$ cat src/rtl/j11bus_pkg.sv
// Shared types for the J11 bus responder: FSM states, decoded regions, the latched
// request record and the address decoder.
package j11bus_pkg;

  localparam logic [21:0] DEF_IOBASE = 22'o17760000;
  localparam logic [21:0] DEF_MEMTOP = 22'o17760000;

  typedef enum logic [2:0] {
    S_IDLE   = 3'd0,
    S_DECODE = 3'd1,
    S_MEM    = 3'd2,
    S_DEV    = 3'd3,
    S_ACK    = 3'd4
  } state_t;

  typedef enum logic [1:0] {REG_MEM, REG_DEV, REG_NXM, REG_LOCAL} region_t;

  typedef struct packed {
    logic        wr;
    logic        gp;
    logic        irq;
    logic [21:0] addr;
    logic [15:0] wdata;
    logic [1:0]  wstrb;
    logic [1:0]  bs;
  } bus_req_t;

  // Local cycles (IACK, GP) take priority over any address decode.
  function automatic region_t decode_region(input logic [21:0] addr, input logic gp,
                                            input logic irq, input logic [21:0] memtop,
                                            input logic [21:0] iobase);
    if (irq || gp)          return REG_LOCAL;
    else if (addr < memtop) return REG_MEM;
    else if (addr >= iobase) return REG_DEV;
    else                    return REG_NXM;
  endfunction

endpackage

$ cat src/rtl/j11bus_timer.sv
// Loadable down-counter; expired is high once the count has reached zero.
module j11bus_timer #(
  parameter int W = 7
) (
  input  logic         clk,
  input  logic         rst,
  input  logic         load,
  input  logic [W-1:0] load_val,
  output logic         expired
);
  logic [W-1:0] cnt;

  always_ff @(posedge clk) begin
    if (rst)              cnt <= '0;
    else if (load)        cnt <= load_val;
    else if (cnt != '0)   cnt <= cnt - 1'b1;
  end

  assign expired = (cnt == '0);
endmodule

$ cat src/rtl/j11bus_target.sv
// J11 internal bus responder: latches a request, routes it to memory, I/O page or
// local handling, and returns one busack pulse with busrdata/buserr.
module j11bus_target
  import j11bus_pkg::*;
#(
  parameter logic [21:0] MEMTOP  = DEF_MEMTOP,
  parameter logic [21:0] IOBASE  = DEF_IOBASE,
  parameter int          TIMEOUT = 64
) (
  input  logic        clk,
  input  logic        rst,
  input  logic        busreq,
  input  logic        buswr,
  input  logic        busgp,
  input  logic        busirq,
  input  logic [21:0] busaddr,
  input  logic [15:0] buswdata,
  input  logic [1:0]  buswstrb,
  input  logic [1:0]  busbs,
  output logic        busack,
  output logic [15:0] busrdata,
  output logic        buserr,
  output logic        mem_req,
  output logic        mem_wr,
  output logic [20:0] mem_addr,
  output logic [15:0] mem_wdata,
  output logic [1:0]  mem_wstrb,
  input  logic        mem_ack,
  input  logic [15:0] mem_rdata,
  output logic        dev_req,
  output logic        dev_wr,
  output logic [12:0] dev_addr,
  output logic [15:0] dev_wdata,
  output logic [1:0]  dev_wstrb,
  output logic [1:0]  dev_bs,
  input  logic        dev_ack,
  input  logic        dev_err,
  input  logic [15:0] dev_rdata,
  input  logic [8:0]  irq_vec,
  input  logic        irq_vld,
  output logic        irq_take,
  output logic        protoerr
);
  localparam int TW = $clog2(TIMEOUT + 1);

  state_t   state;
  bus_req_t req_q;
  region_t  region;
  logic     tmr_expired;

  assign region = decode_region(req_q.addr, req_q.gp, req_q.irq, MEMTOP, IOBASE);

  // Loaded while decoding so the count is TIMEOUT-1 on the first MEM/DEV cycle.
  j11bus_timer #(.W(TW)) u_timer (
    .clk      (clk),
    .rst      (rst),
    .load     (state == S_DECODE),
    .load_val (TW'(TIMEOUT - 1)),
    .expired  (tmr_expired)
  );

  assign mem_wr    = req_q.wr;
  assign mem_addr  = req_q.addr[21:1];
  assign mem_wdata = req_q.wdata;
  assign mem_wstrb = req_q.wr ? req_q.wstrb : 2'b11;
  assign dev_wr    = req_q.wr;
  assign dev_addr  = req_q.addr[12:0];
  assign dev_wdata = req_q.wdata;
  assign dev_wstrb = req_q.wr ? req_q.wstrb : 2'b11;
  assign dev_bs    = req_q.bs;

  always_ff @(posedge clk) begin
    if (rst) begin
      state    <= S_IDLE;
      req_q    <= '0;
      busack   <= 1'b0;
      buserr   <= 1'b0;
      busrdata <= '0;
      mem_req  <= 1'b0;
      dev_req  <= 1'b0;
      irq_take <= 1'b0;
      protoerr <= 1'b0;
    end else begin
      busack   <= 1'b0;
      buserr   <= 1'b0;
      irq_take <= 1'b0;
      if (busreq && state != S_IDLE) protoerr <= 1'b1;
      case (state)
        S_IDLE: if (busreq) begin
          req_q <= '{wr: buswr, gp: busgp, irq: busirq, addr: busaddr,
                     wdata: buswdata, wstrb: buswstrb, bs: busbs};
          state <= S_DECODE;
        end
        S_DECODE: begin
          case (region)
            REG_MEM: begin state <= S_MEM; mem_req <= 1'b1; end
            REG_DEV: begin state <= S_DEV; dev_req <= 1'b1; end
            REG_LOCAL: begin
              state    <= S_ACK;
              busack   <= 1'b1;
              busrdata <= req_q.irq ? {7'b0, irq_vec} : 16'h0;
              buserr   <= req_q.irq && !irq_vld;
              irq_take <= req_q.irq && irq_vld;
            end
            default: begin
              state    <= S_ACK;
              busack   <= 1'b1;
              buserr   <= 1'b1;
              busrdata <= '0;
            end
          endcase
        end
        S_MEM: if (mem_ack || tmr_expired) begin
          mem_req  <= 1'b0;
          state    <= S_ACK;
          busack   <= 1'b1;
          buserr   <= !mem_ack;
          busrdata <= (mem_ack && !req_q.wr) ? mem_rdata : 16'h0;
        end
        S_DEV: if (dev_ack || tmr_expired) begin
          dev_req  <= 1'b0;
          state    <= S_ACK;
          busack   <= 1'b1;
          buserr   <= dev_ack ? dev_err : 1'b1;
          busrdata <= (dev_ack && !req_q.wr) ? dev_rdata : 16'h0;
        end
        S_ACK:   state <= S_IDLE;
        default: state <= S_IDLE;
      endcase
    end
  end
endmodule

$ cat config.mk
export PLATFORM = sky130hd
export DESIGN_NAME = j11bus_target
export DESIGN_NICKNAME = d
export VERILOG_FILES = /design/src/rtl/j11bus_pkg.sv /design/src/rtl/j11bus_timer.sv /design/src/rtl/j11bus_target.sv
export SDC_FILE = /design/constraint.sdc
export NUM_CORES = 1
export LEC_CHECK = 0
export BUFFER_PORTS_ARGS = -buffer_cell sky130_fd_sc_hd__buf_2
export CORE_AREA = 4 4 96 98
export CTS_CLUSTER_SIZE = 12
export DETAILED_ROUTE_END_ITERATION = 16
export DIE_AREA = 0 0 100 102
export GPL_ROUTABILITY_DRIVEN = 1
export GPL_TIMING_DRIVEN = 0
export PLACE_DENSITY_LB_ADDON = 0.12
export SLEW_MARGIN = 10
export SYNTH_ARGS = -nofsm -noshare
export SYNTH_HDL_FRONTEND = slang
export SYNTH_SLANG_ARGS = --single-unit
export TNS_END_PERCENT = 50
$ cat constraint.sdc
create_clock -name clk -period 4.5 [get_ports clk]
set_input_delay 0.225 -clock clk [delete_from_list [all_inputs] [get_ports clk]]
set_output_delay 0.225 -clock clk [all_outputs]
set_load 0.005 [all_outputs]
==> flow_metrics.tcl <==
set metrics [dict create \
    status "completed" \
    synth_edf_count 0 \
    p_leak_nw 2.502 \
    clk_pin_slew_ps 80 \
    die_y_um 102 \
    area_growth_pct 34.50 \
    r2r_cells 9 \
    insertion_delay_ps 340 \
    fp.dieW_um 100 \
    cp_max_fo 10 \
    tightest_slew_ps 758.4 \
    skew_ps 8.987 \
    dp_cells 744 \
    cts_inserted_buffers 9 \
    ys_async_sr_fraction_pct 0 \
    yosys_warnings 0 \
    period_share_pct 49.60 \
    hold_viol 0 \
    ys_seq_area_share_pct 41.38 \
    r2r_slack_ps 2270 \
    drc 0 \
    synth_area_leaders "dfxtp_1 41%, buf_4 15%, nand2_1 11%, a21oi_1 7.1%, a22oi_1 3.2%" \
    ys_ff_latch 77 \
    wirelength_um 10110 \
    core_area_sq_mm 0.008466 \
    final_cell_area_sq_mm 0.005010 \
    initial_core_util_pct 44.00 \
    cp-start-kind "flip-flop" \
    nets 742 \
    io_buffers 187 \
    relSlewSlack_pct 49.33 \
    powerDensity_mw_per_mm2 406.1 \
    htreeDepth 3 \
    peakVddDrop_mv 0.2289 \
    grt_pass1_wl_um 15890 \
    ys_types 48 \
    setup_ws_ps 2268 \
    fin_cells 759 \
    cts-resized-gates 0 \
    dr.first_iter.drc_count 99 \
    power.total_mw 2.035 \
    muxShareOfSynthArea_pct 0.8062 \
    synth_top_family_by_area "simple AND/OR/NAND/NOR gates" \
    cts_buffer_depth 2 \
    yosysTopAreaCell "dfxtp_1" \
    wire_per_inst_um 13.33 \
    hp-class "in2reg" \
    grt_max_degree 13 \
    cts_root_buf "clkbuf_8" \
    end_kind "flip-flop" \
    syn_inst 449 \
    antenna_found_initial 0 \
    crit_type "reg2reg" \
    synthAdderAreaFrac_pct 0.6718 \
    grt_pass1_vias 3373 \
    detailed_place_hpwl_um 7866 \
    cts_tree "yes" \
    drv_slew 0 \
    vias 3664 \
    hold_path_depth 3 \
    critPathRequiredTime_ps 4700 \
    hold_buffers 0 \
    synth-compound-area-share_pct 18.61 \
    yosys.area_share.simple_pct 18.84 \
    setup_viol 0 \
    postRouteAntennaNets 0 \
    cts_setup_buffers 0 \
    num_antenna_cells 0 \
    arrival_ps 2440 \
    vias_per_cell 4.827 \
    firstDrtPassIters 4 \
    ys.flop_type "dfxtp_1" \
    place_area_sq_mm 0.004796 \
    dp_slack_ps 2308 \
    postSynthAreaPerCell_sq_um 8.296 \
    synth.top_cell.area_share_pct 41.38 \
    tns_ps 0 \
    grt.total_usage_pct 19.35 \
    ioPinCount 189 \
    clock.fmax_mhz 448.0 \
    syn_nets 544 \
    num_rows 34 \
    cts.sinks 77 \
    syn-cell-area_sq_mm 0.003725 \
    rsz0062_at_grt "no" \
    die_area_sq_mm 0.01020 \
    gp_congestion 0.7696 \
    final_layout_size_suffix_gt1_share_pct 44.55 \
    max_cap_violations 0 \
    synth-xor-area-share_pct 0.9405 \
    gr-total-overflow 0 \
    min_period_ps 2232 \
]
-- cell families after synthesis --
family,after synthesis
AND/OR/NAND/NOR,153
buffers and inverters,100
flip-flops,77
XOR/XNOR,4
AO/OA/AOI/OAI,110
multiplexers,3
adder cells (fa/ha/maj),2
-- flip-flops by register name (all words and copies together), names as in the netlist --
name and cells:
busack 1, buserr 1, busrdata 16, dev_addr 13
dev_bs 2, dev_req 1, dev_wdata 16, dev_wr 1
irq_take 1, mem_addr 9, mem_req 1, protoerr 1
req_q 4, state 3, u_timer.cnt 7
-- metrics by stage --
step	hold WS (ps)	util (%)
3_5_place_dp	450.8	56.65
2_1_floorplan	361.0	-
3_3_place_gp	440.0	56.65
5_1_grt	94.89	59.18
6_report	113.1	59.18
4_1_cts	100.1	59.18
-- per-layer routing --
metal | wire [um] | global-route usage, % | part of all wire [%]
met5 | 0 | 0 | 0
met3 | 812 | 4.300 | 8.0
met2 | 4962 | 33.86 | 49
met4 | 182 | 6.632 | 1.8
met1 | 4156 | 23.57 | 41
-- synth_stat cells (3+ instances only) --
master / instances
mux2i_1: 3
a31oi_1: 12
buf_6: 4
nand2b_1: 3
a22oi_1: 16
nand2_1: 111
nand3_1: 4
o22ai_1: 7
nor3_1: 3
nor2_1: 9
a21oi_1: 53
o31ai_1: 10
nand3b_1: 3
dfxtp_1: 77
clkbuf_1: 14
buf_4: 72
buf_2: 5
-- cell type report --
cell class	instances	area [sq um]
clock buffers	11	141.4
well taps	108	135.1
plain buffers	97	686.9
multi-input cells	272	1485
flip-flops and latches	77	1541
clock inverters	4	72.57
repair buffers	187	935.9
fillers	825	3456
inverters	3	11.26
-- final timing paths --
path | to | from
worst min register to register | req_q[3] | req_q[3]
worst min-delay path | dev_addr[8] | busaddr[8]
worst max-delay path | busrdata[15] | u_timer.cnt[0]
worst max register to register | busrdata[15] | u_timer.cnt[0]
-- critical path, cell delays in order (launching register included) --
cell and delay (ps):
dfxtp_1 330, inv_1 130, ha_1 200, or4b_1 450
buf_2 190, o22ai_4 290, or2_1 180, buf_6 140
buf_12 130, o22ai_1 60
-- power by group --
| group | internal, mW | switching [mW] |
|---|---|---|
| sequential | 0.769 | 0.0741 |
| combinational | 0.317 | 0.304 |
| clock | 0.324 | 0.246 |
-- cells in the final DEF (no fill, tap or decap), types with 2 or more instances in the layout --
cell,Yosys,layout
buf_2,5,192
nand2_1,111,111
dfxtp_1,77,77
buf_4,72,72
a21oi_1,53,53
a22oi_1,16,16
clkbuf_1,14,15
a31oi_1,12,12
o31ai_1,10,10
clkbuf_8,0,10
nor2_1,9,9
o22ai_1,7,7
buf_6,4,4
nand3_1,4,4
nand2b_1,3,3
nand3b_1,3,3
mux2i_1,3,3
nor3_1,3,3
inv_1,2,2
or3b_1,2,2
or4b_1,2,2
xor2_1,2,2
xnor2_1,2,2
o211a_1,2,2
nor3b_1,2,2
a21boi_0,2,2
nand4_1,2,2
and2_1,2,2
o21a_1,2,2
ha_1,2,2
bufinv_16,0,2
(Power assumes the default switching activity.)
